<file path="config.mk">
export PLATFORM = sky130hd
export DESIGN_NAME = stall_fifo
export DESIGN_NICKNAME = d
export VERILOG_FILES = /design/src/rtl/stall_fifo.sv
export SDC_FILE = /design/constraint.sdc
export NUM_CORES = 1
export LEC_CHECK = 0
export CAP_MARGIN = 20
export CORE_UTILIZATION = 66
export CTS_BUF_LIST = sky130_fd_sc_hd__clkbuf_16
export CTS_CLUSTER_DIAMETER = 40
export DETAILED_ROUTE_END_ITERATION = 12
export PLACE_DENSITY = 0.85
export RECOVER_POWER = 100
export SYNTH_ARGS = -nofsm -noshare
export SYNTH_HDL_FRONTEND = slang
export SYNTH_SLANG_ARGS = --single-unit
export TNS_END_PERCENT = 5
</file>
<file path="constraint.sdc">
create_clock -name i_clk -period 3.8 [get_ports i_clk]
set_input_delay 0.76 -clock i_clk [delete_from_list [all_inputs] [get_ports i_clk]]
set_output_delay 0.76 -clock i_clk [all_outputs]
set_load 0.03 [all_outputs]
</file>
<file path="src/rtl/stall_fifo.sv">
// Elastic FWFT buffer behind the shiftbuffer pipeline; raises o_stall while p_margin slots of headroom remain.
// Write-to-read latency 1 cycle; words arriving while full (and not popping) are dropped and flag o_overflow.
module stall_fifo #(
    parameter int p_width  = 8,
    parameter int p_depth  = 16,
    parameter int p_margin = 7
) (
    input  logic                         i_clk,
    input  logic                         i_rst,
    input  logic [p_width-1:0]           in,
    input  logic                         in_valid,
    output logic                         o_stall,
    output logic [p_width-1:0]           out,
    output logic                         out_valid,
    input  logic                         i_ready,
    output logic [$clog2(p_depth+1)-1:0] o_count,
    output logic                         o_overflow
);

    localparam int CW = $clog2(p_depth + 1);
    localparam int PW = (p_depth > 1) ? $clog2(p_depth) : 1;

    localparam logic [CW-1:0] DEPTH_C  = CW'(p_depth);
    localparam logic [CW-1:0] STALL_AT = CW'(p_depth - p_margin);
    localparam logic [CW-1:0] ONE_C    = CW'(1);
    localparam logic [PW-1:0] LAST_PTR = PW'(p_depth - 1);

    logic [p_width-1:0] mem [p_depth];

    logic [PW-1:0] rd_ptr;
    logic [PW-1:0] wr_ptr;
    logic [PW-1:0] rd_next;
    logic [PW-1:0] wr_next;
    logic [CW-1:0] count;

    logic pop;
    logic push;
    logic drop;
    logic empty_after_pop;

    assign pop  = out_valid & i_ready;
    assign push = in_valid & ((count < DEPTH_C) | pop);
    assign drop = in_valid & (count == DEPTH_C) & ~pop;

    // Queue is empty once this cycle's pop (if any) retires; a push then goes straight to the head.
    assign empty_after_pop = pop ? (count == ONE_C) : (count == '0);

    always_comb begin
        rd_next = rd_ptr;
        if (pop) begin
            rd_next = (rd_ptr == LAST_PTR) ? '0 : rd_ptr + PW'(1);
        end
    end

    always_comb begin
        wr_next = wr_ptr;
        if (push) begin
            wr_next = (wr_ptr == LAST_PTR) ? '0 : wr_ptr + PW'(1);
        end
    end

    always_ff @(posedge i_clk) begin
        if (push) begin
            mem[wr_ptr] <= in;
        end
    end

    always_ff @(posedge i_clk or posedge i_rst) begin
        if (i_rst) begin
            rd_ptr     <= '0;
            wr_ptr     <= '0;
            count      <= '0;
            out        <= '0;
            out_valid  <= 1'b0;
            o_overflow <= 1'b0;
        end else begin
            rd_ptr <= rd_next;
            wr_ptr <= wr_next;

            if (push && !pop) begin
                count <= count + ONE_C;
            end else if (pop && !push) begin
                count <= count - ONE_C;
            end

            // Head register: bypass into an empty queue, otherwise read ahead only from written slots.
            if (push && empty_after_pop) begin
                out <= in;
            end else if (pop && (count > ONE_C)) begin
                out <= mem[rd_next];
            end

            out_valid <= ~empty_after_pop | push;

            if (drop) begin
                o_overflow <= 1'b1;
            end
        end
    end

    assign o_count = count;
    assign o_stall = (count >= STALL_AT);

endmodule
</file>
==> results.json <==
{
  "yosysMostFrequentCell": "edfxtp_1",
  "relSlewSlack_pct": 10.48,
  "setup_tns_ns": 0,
  "via_per_inst": 7.130,
  "grt_pass1_wl_mm": 30.35,
  "synth-edff-count": 128,
  "placed_cell_area_um2": 8004,
  "hold_path.class": "register to register",
  "worstPathArrival_ns": 3.78,
  "fp.dieW_um": 109.9,
  "tightestPinTransition_ns": 1.343,
  "cp-start-kind": "input pin",
  "fmax_mhz": 290.7,
  "ir_drop_v": 0.0005130,
  "synth_top_area_share_pct": 50.00,
  "die_h_um": 109.9,
  "dp_slack_ns": 0.3942,
  "ys_seq_area_share_pct": 57.49,
  "route.detailed.drc": 0,
  "insertion_delay_ns": 0.43,
  "ioPinCount": 28,
  "required_ns": 4.14,
  "final_util_pct": 74.80,
  "cts_buffer_depth": 2,
  "holdBufCountCts": 0,
  "drt_pass1_iterations": 6,
  "synth.area.top_cells": "edfxtp_1 (50%), dfrtp_1 (7.5%), nand2_1 (4.8%)",
  "yosys_warnings": 0,
  "fp-row-count": 39,
  "final_area_um2": 8504,
  "powerDensity_nw_per_um2": 731.1,
  "yosys_most_used_dff": "edfxtp_1",
  "drv_cap": 0,
  "dieArea_um2": 12080,
  "cts-buffers-inserted": 17,
  "setup-violations-final": 0,
  "io_buffers": 27,
  "worstSetupPathType": "input pin to register",
  "min_period_over_period_pct": 90.53,
  "n_antenna_cell": 0,
  "skew_ns": 0.007015,
  "core_area_um2": 11370,
  "slew_violations": 0,
  "antenna_found_initial": 0,
  "p_leak_nw": 2.911,
  "synth_area_um2": 7687,
  "grt_overflow": 0,
  "hold_viol_final": 0,
  "grt_usage_pct": 35.54,
  "syn-mean-instance-area_um2": 11.86,
  "synth_top_cells_by_count": "edfxtp_1 (128), nand2_1 (99), buf_2 (31)",
  "synth_top_area_cell": "edfxtp_1",
  "grt_pass1_vias": 5397,
  "finalPower_mw": 6.218,
  "gp_congestion": 0.9076,
  "place_hpwl_mm": 12.44,
  "yosysUniqueCellTypes": 69,
  "routedWlPerCell_um": 24.57,
  "path_clk_slew_ns": 0.06,
  "async_reset_ff_share_pct": 15.23,
  "ant_nets": 0,
  "drive_gt1_share_pct": 9.807,
  "synthCells": 648,
  "drt_first_iter_violations": 921,
  "area.growth.synth_to_final_pct": 10.63,
  "drt-total-wl_mm": 20.05,
  "final_nets": 681,
  "cp_max_fo": 48,
  "post-cts-setup-buffers": 0,
  "cts_tree": "built",
  "synth-seq-cells": 151,
  "rsz0062_at_grt": "no",
  "cts.htree.levels": 4,
  "vias": 5818,
  "cts-resized-gates": 0,
  "period_needed_ns": 3.440,
  "start_util_pct": 67.61,
  "grt_max_degree": 89,
  "fin_ws_ns": 0.3599,
  "endpoint_kind": "register",
  "status": "completed",
  "clock_sinks": 151,
  "syn_nets": 669,
  "ctsRootBufferMaster": "clkbuf_16"
}
[cell type report]
class,count,area (um2)
repair buffers,49,406.6
multi-input cells,424,2846
fillers,747,2865
inverters,17,65.06
well taps,143,178.9
clock buffers,17,425.4
clock inverters,15,161.4
flip-flops and latches,151,4420
[worst paths after layout]
| kind | startpoint | to | slack (ns) | cells after the start |
|---|---|---|---|---|
| worst max register to register | rd_ptr[0] | out[7] | 0.37 | 8 |
| worst max-delay path | i_ready | out[7] | 0.36 | 9 |
| min in group asynchronous | i_rst | o_count[4] | 0.63 | 2 |
| worst min register to register | o_overflow | o_overflow | 0.55 | 1 |
| max in group asynchronous | i_rst | rd_ptr[0] | 1.63 | 3 |
| worst min-delay path | o_overflow | o_overflow | 0.55 | 1 |
[report_power, final]
group          internal (mW)  leakage (nW)  switching [mW]
sequential              2.04          1.42           0.283
clock                   1.02         0.291           0.651
combinational          0.799          1.20            1.42
[worst max-delay path, stage by stage]
cell and delay [ns]:
dlygate4sd3_1 0.55, and2_0 0.21, clkinvlp_2 0.11, buf_4 0.51, o31ai_2 0.29, o2111a_1 0.19, a2111oi_0 0.59, nand4_1 0.26
a41oi_1 0.27
[layout by cell type (no fill, tap or decap), types with 8 or more instances in the layout]
master / netlist / routed
nand3_1: 28 / 28
a211oi_1: 16 / 16
o21ai_0: 22 / 22
dlygate4sd3_1: 0 / 26
dfrtp_1: 23 / 22
clkbuf_16: 0 / 17
nand4_1: 30 / 30
clkbuf_1: 13 / 11
a2111oi_0: 6 / 12
a21oi_1: 12 / 12
edfxtp_1: 128 / 128
buf_4: 5 / 10
a311oi_1: 9 / 9
mux2i_1: 8 / 8
ha_1: 9 / 9
inv_1: 13 / 13
nand2_1: 99 / 99
and3_1: 28 / 28
a31oi_1: 21 / 21
nor2_1: 18 / 18
[cells by family (layout without fill, tap and decap cells)]
kind of cell / after synthesis / after routing / synth area share (%)
xor gates and xnor gates: 8 / 8 / 1.156
DFF: 151 / 151 / 57.49
muxes: 15 / 15 / 3.092
adders and majority gates: 9 / 9 / 1.465
and+or+nand+nor: 244 / 244 / 16.31
buffers and inverters: 73 / 98 / 4.834
AOI/OAI and AO/OA: 148 / 148 / 15.66
[metal layers]
layer	vias to the layer above	global-route usage (%)	wire length, um
met5	-	0	0
met4	0	14.29	429
met3	42	8.595	2271
met2	385	52.95	9320
met1	2834	50.45	8030
li1	2557	-	-
[registers in the layout, indices dropped and copies added (netlist names)]
name	flops
rd_ptr	4
mem	128
out	8
o_overflow	1
wr_ptr	4
o_count	5
out_valid	1
[per-stage QoR]
step	hold slack, ns	std cells
after floorplan	0.4664	648
after global placement	0.4696	783
after detailed placement	0.5065	783
after CTS	0.5565	815
after global routing	0.5704	816
final	0.5457	816
No activity file was read; power rests on OpenSTA's default activity.
